===== config.mk =====
export PLATFORM = sky130hd
export DESIGN_NAME = rf_wb_arbiter
export DESIGN_NICKNAME = d
export VERILOG_FILES = /design/src/rtl/rf_wb_arbiter_pkg.sv /design/src/rtl/ld_tag_fifo.sv /design/src/rtl/rf_wb_arbiter.sv
export SDC_FILE = /design/constraint.sdc
export NUM_CORES = 1
export LEC_CHECK = 0
export ABC_AREA = 1
export BUFFER_PORTS_ARGS = -buffer_cell sky130_fd_sc_hd__buf_2
export CAP_MARGIN = 30
export CORE_UTILIZATION = 41
export CTS_CLUSTER_SIZE = 10
export DETAILED_ROUTE_END_ITERATION = 8
export SETUP_SLACK_MARGIN = 0.2
export SYNTH_ARGS = -nofsm -noshare
export SYNTH_HDL_FRONTEND = slang
export SYNTH_SLANG_ARGS = --single-unit

===== constraint.sdc =====
create_clock -name clk -period 8.8 [get_ports clk]
set_input_delay 0 -clock clk [delete_from_list [all_inputs] [get_ports clk]]
set_output_delay 0 -clock clk [all_outputs]
set_load 0.005 [all_outputs]

===== src/rtl/rf_wb_arbiter_pkg.sv =====
// Shared types and sizes for the register-file write-port arbiter and its tag FIFO.
package rf_wb_arbiter_pkg;

   localparam int REG_ADDR_W = 5;
   localparam int NUM_REGS   = 32;
   localparam int XLEN_DEF   = 32;

   typedef logic [REG_ADDR_W-1:0] reg_addr_t;

   typedef struct packed {
      logic                we;
      reg_addr_t           wa;
      logic [XLEN_DEF-1:0] wd;
   } rf_wr_t;

endpackage


===== src/rtl/ld_tag_fifo.sv =====
// In-order FIFO of load destination tags; exposes its storage and valid mask
// so the owner can search for duplicate destinations behind the head.
module ld_tag_fifo
   import rf_wb_arbiter_pkg::*;
#(
   parameter  int DEPTH = 4,
   localparam int PTR_W = $clog2(DEPTH),
   localparam int CNT_W = PTR_W + 1
) (
   input  logic                  clk,
   input  logic                  rst,
   input  logic                  i_push,
   input  logic                  i_pop,
   input  reg_addr_t             i_tag,
   output reg_addr_t             o_head,
   output logic                  o_full,
   output logic                  o_empty,
   output logic [CNT_W-1:0]      o_count,
   output logic [PTR_W-1:0]      o_rd_ptr,
   output reg_addr_t [DEPTH-1:0] o_entries,
   output logic [DEPTH-1:0]      o_valid
);

   reg_addr_t [DEPTH-1:0] r_mem;
   logic [PTR_W-1:0]      r_wr_ptr;
   logic [PTR_W-1:0]      r_rd_ptr;
   logic [CNT_W-1:0]      r_count;

   always_ff @(posedge clk or posedge rst) begin
      if (rst) begin
         r_mem    <= '0;
         r_wr_ptr <= '0;
         r_rd_ptr <= '0;
         r_count  <= '0;
      end else begin
         if (i_push) begin
            r_mem[r_wr_ptr] <= i_tag;
            r_wr_ptr        <= r_wr_ptr + 1'b1;
         end
         if (i_pop) begin
            r_rd_ptr <= r_rd_ptr + 1'b1;
         end
         r_count <= r_count + CNT_W'(i_push) - CNT_W'(i_pop);
      end
   end

   // An entry is live when its distance from the read pointer is below the count.
   always_comb begin
      o_valid = '0;
      for (int i = 0; i < DEPTH; i++) begin
         o_valid[i] = ({1'b0, PTR_W'(PTR_W'(i) - r_rd_ptr)} < r_count);
      end
   end

   assign o_head    = r_mem[r_rd_ptr];
   assign o_full    = (r_count == CNT_W'(DEPTH));
   assign o_empty   = (r_count == '0);
   assign o_count   = r_count;
   assign o_rd_ptr  = r_rd_ptr;
   assign o_entries = r_mem;

endmodule


===== src/rtl/rf_wb_arbiter.sv =====
// Shares the register-file write port between ALU writeback and load returns,
// tracks outstanding load destinations, and reports decode read hazards.
module rf_wb_arbiter
   import rf_wb_arbiter_pkg::*;
#(
   parameter int LD_DEPTH = 4,
   parameter int XLEN     = XLEN_DEF
) (
   input  logic            clk,
   input  logic            rst,
   input  logic            i_alu_valid,
   input  reg_addr_t       i_alu_wa,
   input  logic [XLEN-1:0] i_alu_wd,
   output logic            o_alu_ready,
   input  logic            i_ld_issue,
   input  reg_addr_t       i_ld_issue_rd,
   output logic            o_ld_issue_ready,
   input  logic            i_ld_valid,
   input  logic [XLEN-1:0] i_ld_wd,
   input  reg_addr_t       i_ra1,
   input  reg_addr_t       i_ra2,
   output logic            o_hazard,
   output logic            o_rf_we,
   output reg_addr_t       o_rf_wa,
   output logic [XLEN-1:0] o_rf_wd,
   output logic            o_proto_err
);

   localparam int PTR_W = $clog2(LD_DEPTH);
   localparam int CNT_W = PTR_W + 1;

   logic [NUM_REGS-1:0]      r_pending;
   rf_wr_t                   r_hold;
   rf_wr_t                   r_out;
   logic                     r_proto_err;

   reg_addr_t                w_head;
   logic                     w_full;
   logic                     w_empty;
   logic [CNT_W-1:0]         w_count;
   logic [PTR_W-1:0]         w_rd_ptr;
   reg_addr_t [LD_DEPTH-1:0] w_entries;
   logic [LD_DEPTH-1:0]      w_valid;
   logic                     w_pop;
   logic                     w_push;
   logic                     w_head_dup;
   logic                     w_alu_ready;
   logic                     w_alu_acc;
   rf_wr_t                   w_sel;
   logic [NUM_REGS-1:0]      w_pending_nxt;

   ld_tag_fifo #(.DEPTH(LD_DEPTH)) u_tags (
      .clk       (clk),
      .rst       (rst),
      .i_push    (w_push),
      .i_pop     (w_pop),
      .i_tag     (i_ld_issue_rd),
      .o_head    (w_head),
      .o_full    (w_full),
      .o_empty   (w_empty),
      .o_count   (w_count),
      .o_rd_ptr  (w_rd_ptr),
      .o_entries (w_entries),
      .o_valid   (w_valid)
   );

   // A push alongside a pop is taken even when full, so occupancy holds steady.
   assign w_pop       = i_ld_valid && !w_empty;
   assign w_push      = i_ld_issue && (!w_full || w_pop);
   assign w_alu_ready = !r_hold.we && !((i_alu_wa != '0) && r_pending[i_alu_wa]);
   assign w_alu_acc   = i_alu_valid && w_alu_ready;

   always_comb begin
      w_head_dup = 1'b0;
      for (int i = 0; i < LD_DEPTH; i++) begin
         if (w_valid[i] && (PTR_W'(i) != w_rd_ptr) && (w_entries[i] == w_head)) begin
            w_head_dup = 1'b1;
         end
      end
   end

   always_comb begin
      w_sel = '0;
      if (w_pop) begin
         w_sel = '{we: 1'b1, wa: w_head, wd: i_ld_wd};
      end else if (r_hold.we) begin
         w_sel = r_hold;
      end else if (w_alu_acc) begin
         w_sel = '{we: 1'b1, wa: i_alu_wa, wd: i_alu_wd};
      end
   end

   // The set is applied after the clear so a same-register push/pop stays pending.
   always_comb begin
      w_pending_nxt = r_pending;
      if (w_pop && !w_head_dup) begin
         w_pending_nxt[w_head] = 1'b0;
      end
      if (w_push && (i_ld_issue_rd != '0)) begin
         w_pending_nxt[i_ld_issue_rd] = 1'b1;
      end
   end

   always_ff @(posedge clk or posedge rst) begin
      if (rst) begin
         r_pending   <= '0;
         r_hold      <= '0;
         r_out       <= '0;
         r_proto_err <= 1'b0;
      end else begin
         r_pending <= w_pending_nxt;
         r_out     <= '{we: w_sel.we && (w_sel.wa != '0), wa: w_sel.wa, wd: w_sel.wd};
         if (w_pop && w_alu_acc) begin
            r_hold <= '{we: 1'b1, wa: i_alu_wa, wd: i_alu_wd};
         end else if (!w_pop && r_hold.we) begin
            r_hold.we <= 1'b0;
         end
         if (i_ld_valid && w_empty) begin
            r_proto_err <= 1'b1;
         end
      end
   end

   function automatic logic operand_busy(input reg_addr_t ra, input logic [NUM_REGS-1:0] pend,
                                         input rf_wr_t hold, input rf_wr_t out);
      return (ra != '0) && (pend[ra] || (hold.we && (hold.wa == ra)) || (out.we && (out.wa == ra)));
   endfunction

   assign o_hazard         = operand_busy(i_ra1, r_pending, r_hold, r_out) ||
                             operand_busy(i_ra2, r_pending, r_hold, r_out);
   assign o_alu_ready      = w_alu_ready;
   assign o_ld_issue_ready = !w_full;
   assign o_rf_we          = r_out.we;
   assign o_rf_wa          = r_out.wa;
   assign o_rf_wd          = r_out.wd;
   assign o_proto_err      = r_proto_err;

endmodule


## Yosys cells after proc, flatten, opt, wreduce, memory -nomap -nowiden

Cells that the tools add are included.

- Logic and storage cells: 126
- Output and inout port bits: 42
- Register bits: 136

- $add $sub $neg: 8
- Order comparisons: 14
- Muxes and demuxes: 26
- Reduce and logical (&&, ||, !) cells: 48
- Equal/unequal tests: 12
- Bitwise gates (word level): 3

Operator list:

| operator | number |
|---|---|
| $mux W38 | 3 |
| $mux W32 | 2 |
| $eq A5 B5 Y1 | 8 |
| $and A32 B32 Y32 | 1 |
| $not A32 Y32 | 1 |
| $or A32 B32 Y32 | 1 |
| $lt A5 B6 Y1 const B | 5 |
| $logic_and A1 B1 Y1 | 28 |
| $reduce_bool A5 Y1 | 5 |
| $bwmux W20 | 1 |
| $bmux W1 S5 | 3 |
| $lt A2 B3 Y1 | 4 |
| $mux W1 | 11 |
| $bmux W5 S2 | 1 |
| $demux W1 S5 | 2 |
| $demux W5 S2 | 1 |
| $ge A5 B1 Y1 const B | 2 |
| $mux W5 | 2 |
| $logic_not A1 Y1 | 6 |
| $logic_or A1 B1 Y1 | 6 |
| $lt A2 B3 Y1 const B | 2 |
| $add A2 B1 Y2 const B | 2 |
| $ne A2 B2 Y1 const A | 2 |
| $reduce_bool A2 Y1 | 2 |
| other kinds (8) | 10 |

## Longest topological paths before layout

Gate-level depths: netlist of the first run.

- Depth after elaboration: 13
- Gate-level depth with buffers: 16
- Gate-level depth less buffers: 15

## By module

Synthesis of the first run repeated with hierarchy kept, for this count alone.

- Cells, all modules: 1071
- Area total of the unflattened synthesis: 7797.5 sq um

By module, submodules not included:

| module | cells each | instances | area an instance (sq um) |
|---|---|---|---|
| rf_wb_arbiter | 889 | 1 | 6363.6 |
| ld_tag_fifo | 182 | 1 | 1433.9 |

## Worst setup path after synthesis of the first run

OpenSTA, ideal clock, no wires.

- Path type: register to register
- Start: register u_tags.r_count[2], in the netlist u_tags.o_count[2]
- End: register u_tags.r_count[2], in the netlist u_tags.o_count[2]
- Data arrival time: 2410 ps
- Stages on the path, launching flop included: 13
- Slack: 6268 ps
- Buffers on the path: 3
- Cells stage by stage: dfrtp_1 > clkbuf_1 > nand3b_1 > nand2_1 > inv_1 > clkbuf_1 > clkbuf_1 > ha_1 > inv_1 > ha_1 > inv_1 > fa_1 > xnor2_1

- Longest elaborated chain between the ends: 7

RTL lines:

| item | RTL line | RTL |
|---|---|---|
| start, declared | ld_tag_fifo.sv:27 | `logic [CNT_W-1:0] r_count;` |
| start signal, assigned | ld_tag_fifo.sv:43 | `r_count <= r_count + CNT_W'(i_push) - CNT_W'(i_pop);` |
| $logic_not A3 Y1 * | ld_tag_fifo.sv:57 | `assign o_empty = (r_count == '0);` |
| $logic_not A1 Y1 * | rf_wb_arbiter.sv:68 | `assign w_pop = i_ld_valid && !w_empty;` |
| $logic_and A1 B1 Y1 * | rf_wb_arbiter.sv:68 |  |
| net u_tags.i_pop | ld_tag_fifo.sv:13 | `input logic i_pop,` |
| $logic_or A1 B1 Y1 | rf_wb_arbiter.sv:69 | `assign w_push = i_ld_issue && (!w_full \|\| w_pop);` |
| $logic_and A1 B1 Y1 | rf_wb_arbiter.sv:69 |  |
| $add A3 B1 Y3 | ld_tag_fifo.sv:43 |  |
| $sub A3 B1 Y3 * | ld_tag_fifo.sv:43 |  |

Mark *: on every way through the listed nets, which the timed path passes. The rest lies on a longest branch.
A chain may end at the register's enable or synchronous reset.

## Final worst setup path of the first run

- Start: register r_pending[18]
- End: register r_hold[32] (netlist name)

- Longest elaborated chain between the ends: 7

RTL lines:

| item | RTL line | RTL |
|---|---|---|
| start, declared | rf_wb_arbiter.sv:32 | `logic [NUM_REGS-1:0] r_pending;` |
| start signal, assigned | rf_wb_arbiter.sv:111 | `r_pending <= w_pending_nxt;` |
| $bmux W1 S5 | rf_wb_arbiter.sv:70 | `assign w_alu_ready = !r_hold.we && !((i_alu_wa != '0) && r_pending[i_alu_wa]);` |
| $mux W1 (implied by the code) | rf_wb_arbiter.sv:70 |  |
| $logic_and A1 B1 Y1 | rf_wb_arbiter.sv:70 |  |
| $logic_not A1 Y1 | rf_wb_arbiter.sv:70 |  |
| $logic_and A1 B1 Y1 | rf_wb_arbiter.sv:70 |  |
| $logic_and A1 B1 Y1 | rf_wb_arbiter.sv:71 | `assign w_alu_acc = i_alu_valid && w_alu_ready;` |
| $logic_and A1 B1 Y1 | rf_wb_arbiter.sv:113 | `if (w_pop && w_alu_acc) begin` |
| end signal, assigned | rf_wb_arbiter.sv:114 | `r_hold <= '{we: 1'b1, wa: i_alu_wa, wd: i_alu_wd};` |
| end, declared | rf_wb_arbiter.sv:33 | `rf_wr_t r_hold;` |

Every way passes these cells. The select of a mux whose other input is x is not followed.

==> results by group, run 1 <==
Power and ir drop
  • PD cells: 319.8 mW/mm2
  • LEAKAGE: approximately 5.0 nW
  • Peak supply drop: approximately 0.16 mV

Critical path
  • CP Data Required Time: roughly 9.1 ns
  • Critical path cell sequence: inv_1, nand2_1, nand3_1, nand2_1, nand2_1, nand2_1, inv_1, nand2_1, a21oi_4, and3_4, nand2_2, nand2_1, o21ai_1
  • CP arrival: 3.35 ns
  • Worst setup EP type: flop
  • Crit start category: flop
  • Critical path class: reg -> reg
  • Cell mode on critical path: nand2_1
  • Critical path's largest stage delay: 0.73 ns
  • Slowest cell on the critical path: and3_4
  • CP Max Fanout: 66
  • Crit path launch: r_pending[18]
  • Kind of cell adding the most delay to the critical path: simple AND/OR/NAND/NOR gates
  • Buffers & Inverters on Critical Path: 2
  • Worst reg2reg path startpoint: r_pending[18]

Drt
  • Vias per cell: 5.201
  • Initial DRC Count: 581
  • Via count: 8061
  • Antenna-violating nets left: 0
  • DRC: 0
  • 1st-pass router iterations: 5
  • Routed len/inst: 15.28 um
  • WL final: roughly 24 mm

Finish
  • Nets: 1381
  • Most common cell after layout, fill and taps aside: nand2_1
  • Commonest non-fill, non-tap cells in the layout: nand2_1 (302), dfrtp_1 (136), buf_2 (130)
  • Reg area: 0.003403 mm2
  • Final cell count without fillers: 1550
  • Share of layout cells above drive strength 1: roughly 17%
  • Antenna Cells: 0
  • Synth-to-layout area growth: 28.76%
  • Area of the multi-input gates: 0.003950 mm2
  • Fillers: 1878

Min path
  • Hold crit path type: in -> reg
  • Hold Path Origin: i_alu_wa[2]

STA
  • Endpoints failing setup: 0
  • Max Fclk: 325.9 MHz
  • Slew at the pin closest to its max-slew limit: 0.9336 ns
  • Max_slew headroom: 37.28%
  • Setup TNS: 0 ns
  • Final slew viol count: 0
  • RSZ-0062 raised after global routing: false
  • Tmin final: 3.069 ns
  • Layout Skew: approximately 0.012 ns
  • Final hold violations: 0
  • Final period utilization: 34.87%

Yosys
  • Synth async-reset ratio: 100.0%
  • Post-Syn Nets: 1181
  • Syn avg cell area: 7.392 um2
  • Post-synth EDFFs: 0
  • Synth Warn #: 0
  • Post-Synthesis Cells: ~1.1k
  • Synth cell types: 41
  • Netlist Area Pre-Place: 0.007961 mm2
  • Yosys reg bits: 136
  • Ys flop type: dfrtp_1
  • Seq/Total Area, Yosys: 42.75%

Global route
  • Overflow after GRT: 0
  • First-pass GRT wire length: 38.96 mm
  • Largest net degree at the start of global routing: 68
  • Vias in the first global route: 7621
  • Initial antenna violation count: 0
  • Global Route Usage Sum: 24.69%

Clock tree
  • Clk root buf: clkbuf_16
  • CTS tree: done
  • Worst skew pair latency: 0.43 ns
  • # clock sinks: 136
  • Worst-path clk slew: 0.06 ns
  • TritonCTS buffer count: 17
  • Clock tree buffer depth: 2
  • H-tree Lvls: 4
  • Post-CTS Resized: 0

Floorplan
  • Row Count: 50
  • Top-Level Pins: 131
  • Initial Util: 42.14%
  • Die area: ~0.020 mm2
  • Die height: 141.4 um
  • Core ar.: 0.01889 mm2
  • Die width: approximately 140 um

Run status
  • Status: finished clean

Placed design
  • Gpl congestion: 0.8935
  • Placed Cells: 1424
  • IO Port Bufs: between 100 and 150
  • Placed wire-length estimate: 15.71 mm

Flow run
  • MaxCap Viol Count: 0
[final timing paths]
kind,endpoint,slack [ns],depth (start not counted)
max,r_hold[32],5.73,13
min,r_hold[34],0.06,3
max reg2reg,r_hold[32],5.73,13
min reg2reg,r_pending[30],0.47,2
max in group asynchronous,r_pending[20],7.59,5
min in group asynchronous,o_rf_wd[7],0.18,3
[worst register-to-register path, cell delays in order (launching register included)]
cell	delay, ns
dfrtp_1	0.38
inv_1	0.15
nand2_1	0.08
nand3_1	0.08
nand2_1	0.06
nand2_1	0.05
nand2_1	0.04
inv_1	0.04
nand2_1	0.08
a21oi_4	0.20
and3_4	0.73
nand2_2	0.74
nand2_1	0.22
o21ai_1	0.08
[sequential cells by signal, indices dropped and copies added, names as in the netlist]
| signal | count |
|---|---|
| u_tags.r_wr_ptr | 2 |
| r_pending | 32 |
| o_rf_wa | 5 |
| o_proto_err | 1 |
| o_rf_we | 1 |
| u_tags.o_rd_ptr | 2 |
| u_tags.o_entries | 20 |
| r_hold | 38 |
| u_tags.o_count | 3 |
| o_rf_wd | 32 |
[cell families after synthesis]
kind of cell | synth area share (%)
AO/OA/AOI/OAI | 15.40
XOR/XNOR | 1.430
adder cells (fa/ha/maj) | 2.452
buffers and inverters | 7.638
flip-flops | 42.75
AND/OR/NAND/NOR | 30.33
[Yosys cell counts, types with 2 or more instances]
cell,count,area (um2)
buf_8,2,30.03
buf_2,11,55.05
a31oi_1,2,12.51
o21bai_1,4,30.03
buf_6,6,67.56
nand2_2,21,131.4
nand2_1,302,1134
nor4_1,2,12.51
nand4_1,8,50.05
dfrtp_1,136,3403
a21oi_1,94,470.5
ha_1,14,175.2
o2bb2ai_1,2,17.52
nor3_1,14,70.07
xnor2_1,7,61.31
nand3_1,129,645.6
inv_1,73,274.0
o21ai_0,63,315.3
o211ai_1,7,52.55
o22ai_1,6,37.54
a21oi_2,17,148.9
a211oi_1,5,37.54
a221oi_1,5,43.79
nor2_1,87,326.6
o21ai_1,7,35.03
xor2_1,6,52.55
buf_4,6,45.04
clkbuf_1,22,82.58
inv_2,4,15.01
buf_1,4,15.01
[power breakdown]
part           switching, W  total, W  internal [W]
sequential         0.000244   0.00115      0.000909
combinational      0.000869   0.00140      0.000534
clock              0.000313  0.000722      0.000410
total               0.00143   0.00328       0.00185
[stage by stage]
step | hold WS, ns | total power (W) | utilization (%) | setup slack, ns | instance area [um2]
global route | 0.07658 | 0.003550 | 54.26 | 5.422 | 10250
global placement | 0.1083 | 0.002446 | 45.94 | 5.772 | 8680
finish | 0.05585 | 0.003278 | 54.26 | 5.731 | 10250
CTS | 0.05017 | 0.003278 | 54.26 | 5.721 | 10250
floorplan | 0.1232 | 0.002096 | - | 5.161 | 7961
detailed placement | 0.1060 | 0.002470 | 46.13 | 5.730 | 8715
[repair_timing]
action | CTS | global route
hold buffers | 94 | 0
setup buffers | 0 | 0
endpoints found under the hold margin | 153 | 0
[per-layer routing]
metal	wire, um	up-vias	GRT usage, %
met5	0	-	0
met4	533	0	8.982
met3	914	47	3.712
met2	11250	223	40.44
met1	10990	3816	33.15
li1	-	3975	-
[area by class of cell]
type / count / share of cell area [%]
well taps: 260 / 3.173
multi-input cells: 811 / 38.53
inverters: 78 / 2.905
repair buffers: 233 / 16.38
flip-flops and latches: 136 / 33.20
clock buffers: 18 / 4.284
clock inverters: 14 / 1.526
Power figures use the tool's default switching activity.
==> run 2, diff against run 1 <==
- clock period: 8.8 -> 3.05 ns (I/O delays scaled with it)
==> results by group, run 2 (synthesis results as in run 1) <==
Clock tree
  • Clock tree buffer depth: 2
  • # clock sinks: around 140
  • Post-CTS Setup Inserts: 0
  • Clk root buf: clkbuf_16
  • TritonCTS buffer count: 17
  • Worst skew pair latency: 0.42 ns
  • Worst-path clk slew: 0.06 ns
  • CTS tree: done
  • H-tree Lvls: 4

Finish
  • Most common cell after layout, fill and taps aside: nand2_1
  • Area of the multi-input gates: 0.003950 mm2
  • Share of layout cells above drive strength 1: between 10% and 20%
  • Synth-to-layout area growth: 27.16%
  • Max reg flops: 38
  • Commonest non-fill, non-tap cells in the layout: nand2_1 (302), dfrtp_1 (136), buf_2 (130)
  • Antenna Cells: 0
  • Nets: 1369
  • Fillers: 1862
  • Reg area: approximately 0.0034 mm2
  • Largest reg by FF count: r_hold

Critical path
  • Slowest cell on the critical path: dlygate4sd3_1
  • Worst reg2reg path startpoint: r_pending[1]
  • Crit start category: flop
  • Cells on worst reg2reg path: 14
  • Kind of cell adding the most delay to the critical path: buffers and inverters
  • Cell mode on critical path: nand2_1
  • CP Max Fanout: 65
  • Worst setup EP type: flop
  • Critical R2R Capture: o_rf_wd[15]
  • Buffers & Inverters on Critical Path: 3
  • Critical path cell sequence: inv_1, nand2_1, nand3_1, o21ai_1, nand2_1, nand2_1, nand2_1, nand2_1, nand2_1, and3_4, buf_8, nand2_2, a21oi_2, dlygate4sd3_1
  • Critical path's largest stage delay: 0.55 ns
  • Critical path class: reg -> reg
  • Reg-to-reg slack, setup: 0.45 ns
  • CP arrival: 2.96 ns
  • CP Data Required Time: 3.41 ns

STA
  • Slew at the pin closest to its max-slew limit: 0.6092 ns
  • Setup TNS: 0 ns
  • Endpoints failing setup: 0
  • RSZ-0062 raised after global routing: false
  • Layout Skew: 0.01400 ns
  • Final period utilization: 85.29%
  • Final hold violations: 0
  • Max Fclk: 384.4 MHz
  • Tmin final: 2.601 ns
  • Max_slew headroom: 59.07%
  • Final slew viol count: 0
  • Hold_ws: around 0.035 ns

Flow run
  • MaxCap Viol Count: 0

Floorplan
  • Die height: 141.4 um
  • Top-Level Pins: 131
  • Initial Util: 42.14%
  • Die width: about 140 um
  • Core ar.: 0.01889 mm2
  • Row Count: 50
  • Die area: 0.01998 mm2

Global route
  • Initial antenna violation count: 0
  • Overflow after GRT: 0
  • Global Route Usage Sum: 23.91%
  • Largest net degree at the start of global routing: 90
  • First-pass GRT wire length: 37.88 mm
  • Vias in the first global route: 7492

Drt
  • Routed len/inst: 14.88 um
  • Antenna-violating nets left: 0
  • 1st-pass router iterations: 5
  • WL final: approximately 23 mm
  • DRC: 0
  • Initial DRC Count: 439
  • Via count: 7890
  • Vias per cell: 5.130

Power and ir drop
  • LEAKAGE: 4.929 nW
  • Seq pwr share: 35.3%
  • Net Sw Power: 0.004039 W
  • PD cells: 922.2 mW/mm2
  • Peak supply drop: 0.5847 mV
  • Int Power: 0.005298 W
  • Gate power share: between 40% and 50%
  • Switching Fraction: 43.26%
  • Clock network fraction of design power: between 20% and 30%

Placed design
  • Gpl congestion: 0.9128
  • Placed wire-length estimate: 15.55 mm
  • IO Port Bufs: 130

Run status
  • Status: finished clean

Min path
  • Hold crit path type: in -> async
[run 2: changes by cell type in the layout (fill, tap and decap cells not counted), sizes merged]
cell / delta
bufinv: +1
inv: -2
clkinv: -1
buf: +5
clkinvlp: +2
dlygate4sd3: -17
[run 2: worst max-delay path by stage]
stage	slack, ns	end	start	depth (start not counted)
5_1_grt	0.23	o_rf_wd[15]	r_pending[23]	14
4_1_cts	0.22	o_rf_wd[25]	r_pending[21]	14
3_5_place_dp	0.51	r_pending[12]	u_tags.o_rd_ptr[1]	13
6_report	0.45	o_rf_wd[15]	r_pending[1]	14
3_3_place_gp	0.61	r_pending[4]	u_tags.o_rd_ptr[1]	13
2_1_floorplan	0.52	u_tags.o_count[2]	u_tags.o_count[2]	12
[run 2: layout make-up]
cell class,instances,share of cell area [%]
tap,260,3.213
inverter,78,2.929
clock buffer,18,4.239
multi-input combinational,811,39.02
clock inverter,14,1.582
sequential,136,33.62
timing repair buffer,221,15.40
[run 2: metrics by stage]
| stage | instances | area, um2 | power, W | utilization (%) | worst slack, ns |
|---|---|---|---|---|---|
| 2_1_floorplan | 1077 | 7965 | 0.006049 | - | 0.5178 |
| 3_3_place_gp | 1429 | 8756 | 0.007107 | 46.34 | 0.6138 |
| 3_5_place_dp | 1429 | 8756 | 0.007162 | 46.34 | 0.5140 |
| 4_1_cts | 1538 | 10120 | 0.009359 | 53.54 | 0.2235 |
| 5_1_grt | 1538 | 10120 | 0.01014 | 53.58 | 0.2350 |
| 6_report | 1538 | 10120 | 0.009336 | 53.58 | 0.4486 |
[run 2: tightest hold or removal path, cell delays in order]
cell           delay (ns)
dlygate4sd3_1        0.53
buf_2                0.13
clkinvlp_4           0.14
[run 2: power groups by stage]
stage / sequential [W] / combinational [W] / clock, W
4_1_cts: 0.00329 / 0.00396 / 0.00211
5_1_grt: 0.00341 / 0.00453 / 0.00219
3_3_place_gp: 0.00331 / 0.00379 / 0
6_report: 0.00330 / 0.00397 / 0.00207
3_5_place_dp: 0.00332 / 0.00385 / 0
2_1_floorplan: 0.00312 / 0.00293 / 0
[run 2: metal layers]
metal / routed length (um) / global-route usage, %
met3: 865 / 4.286
met4: 381 / 6.922
met1: 10720 / 32.44
met5: 0 / 0
met2: 10920 / 39.03
[run 2: repair_timing]
| item | in CTS | in global routing |
|---|---|---|
| hold buffers | 77 | 0 |
| endpoints found under the setup margin | 0 | 2 |
| hold endpoints to repair | 235 | 0 |
| resized for setup | 0 | 3 |
==> run 3, diff against run 2 <==
- CORE_UTILIZATION: 41 -> 45
- PLACE_DENSITY: default -> 0.66
- SKIP_LAST_GASP: default -> 1
- clock period: 3.05 -> 2.94 ns (I/O delays scaled with it)
==> results by group, run 3 (synthesis results as in run 1) <==
Floorplan
  • Die area: roughly 0.018 mm2
  • Die width: 135.0 um
  • Top-Level Pins: 131
  • Initial Util: 46.03%
  • Row Count: 48
  • Die height: 135.0 um
  • Core ar.: about 0.017 mm2

STA
  • Tmin final: 2.520 ns
  • RSZ-0062 raised after global routing: false
  • Max Fclk: 396.8 MHz
  • Final period utilization: 85.71%
  • Max_slew headroom: 48.34%
  • Layout Skew: 0.009534 ns
  • Final slew viol count: 0
  • Endpoints failing setup: 0
  • Slew at the pin closest to its max-slew limit: 0.7733 ns
  • Setup TNS: 0 ns
  • Final hold violations: 0

Min path
  • Hold crit path type: in -> reg
  • Hold Path Origin: i_ld_issue
  • Hold depth: 3
  • Worst Hold Path EP: u_tags.r_wr_ptr[0]

Finish
  • Commonest non-fill, non-tap cells in the layout: nand2_1 (302), dfrtp_1 (136), buf_2 (130)
  • Fillers: approximately 1.6k
  • Reg area: 0.003403 mm2
  • Synth-to-layout area growth: 26.59%
  • Most common cell after layout, fill and taps aside: nand2_1
  • Area of the multi-input gates: 0.003950 mm2
  • Antenna Cells: 0
  • Nets: 1370
  • Share of layout cells above drive strength 1: 17.67%
  • Max reg flops: 38
  • Largest reg by FF count: r_hold

Critical path
  • Cells on worst reg2reg path: 13
  • CP arrival: 2.83 ns
  • Reg-to-reg slack, setup: approximately 0.42 ns
  • CP Max Fanout: 32
  • Critical path's largest stage delay: 0.53 ns
  • CP Data Required Time: 3.25 ns
  • Slowest cell on the critical path: dfrtp_1
  • Worst reg2reg path startpoint: u_tags.o_rd_ptr[1]
  • Buffers & Inverters on Critical Path: 3
  • Kind of cell adding the most delay to the critical path: adder cells
  • Crit start category: flop
  • Critical path cell sequence: inv_2, ha_1, inv_1, ha_1, a21oi_1, o21bai_1, nor3_1, and3_1, nor2_2, buf_4, nand3_1, nand2_1, nand2_1
  • Critical R2R Capture: r_pending[15]
  • Worst setup EP type: flop
  • Critical path class: reg -> reg

Drt
  • Routed len/inst: 15.49 um
  • 1st-pass router iterations: 5
  • Initial DRC Count: 577
  • Vias per cell: approximately 5.4
  • Via count: 8108
  • WL final: 23.29 mm
  • DRC: 0
  • Antenna-violating nets left: 0

Global route
  • Overflow after GRT: 0
  • Largest net degree at the start of global routing: 66
  • Initial antenna violation count: 0
  • First-pass GRT wire length: 38.32 mm
  • Vias in the first global route: 7713
  • Global Route Usage Sum: approximately a quarter

Clock tree
  • CTS tree: done
  • H-tree Lvls: 4
  • Clk root buf: clkbuf_16
  • Worst-path clk slew: about 0.06 ns
  • Worst skew pair latency: 0.42 ns
  • TritonCTS buffer count: 17
  • Post-CTS Setup Inserts: 0
  • Clock tree buffer depth: 2
  • # clock sinks: about 140

Run status
  • Status: finished clean

Power and ir drop
  • PD cells: 965.5 mW/mm2
  • Power Total: 0.009730 W
  • Peak supply drop: approximately 0.47 mV
  • LEAKAGE: 4.933 nW

Placed design
  • IO Port Bufs: 130
  • Gpl congestion: roughly 0.86
  • Placed wire-length estimate: around 15 mm

Flow run
  • MaxCap Viol Count: 0
-- run 3: tightest hold or removal path, cell delays in order --
cell,delay (ns)
buf_2,0.10
nand2_1,0.25
xor2_1,0.11
-- run 3: worst max path at each step --
stage / startpoint / end / slack (ns) / depth (start not counted)
floorplan: u_tags.o_count[2] / u_tags.o_count[2] / 0.41 / 12
global placement: u_tags.o_rd_ptr[1] / r_pending[8] / 0.53 / 13
detailed placement: u_tags.o_rd_ptr[1] / r_pending[5] / 0.45 / 13
CTS: u_tags.o_rd_ptr[1] / r_pending[5] / 0.43 / 13
global route: u_tags.o_rd_ptr[1] / r_pending[23] / 0.21 / 13
finish: u_tags.o_rd_ptr[1] / r_pending[15] / 0.42 / 13
-- run 3: final cells by class --
cell class | instances | area share [%]
multi-input cells | 811 | 39.19
flip-flops and latches | 136 | 33.77
repair buffers | 222 | 15.33
clock buffers | 18 | 4.358
inverters | 78 | 2.967
well taps | 225 | 2.793
clock inverters | 14 | 1.589
-- run 3: metrics by stage --
step	hold slack, ns	instances	instance area [um2]	util, %	setup slack [ns]
2_1_floorplan	0.1232	1077	7965	-	0.4078
3_3_place_gp	0.1731	1397	8722	50.43	0.5254
3_5_place_dp	0.1787	1397	8722	50.43	0.4475
4_1_cts	0.08895	1504	10070	58.23	0.4273
5_1_grt	0.1171	1504	10080	58.27	0.2086
6_report	0.08505	1504	10080	58.27	0.4200
-- run 3: repair_timing --
item | CTS | global route
endpoints found under the setup margin | 0 | 21
resized for setup | 0 | 3
hold buffers | 75 | 0
endpoints found under the hold margin | 130 | 0
-- run 3: where the power goes --
part	internal (W)	switching [W]	leakage (nW)
combinational	0.00149	0.00262	2.98
clock	0.00129	0.000857	0.287
sequential	0.00272	0.000744	1.66
-- run 3: routing by layer --
layer	share of wire (%)	track usage (%)	up-vias
met2	48	42.78	311
met4	3.0	11.42	0
met1	43	34.87	3785
met3	6.2	5.068	63
li1	-	-	3949
met5	0	0	-
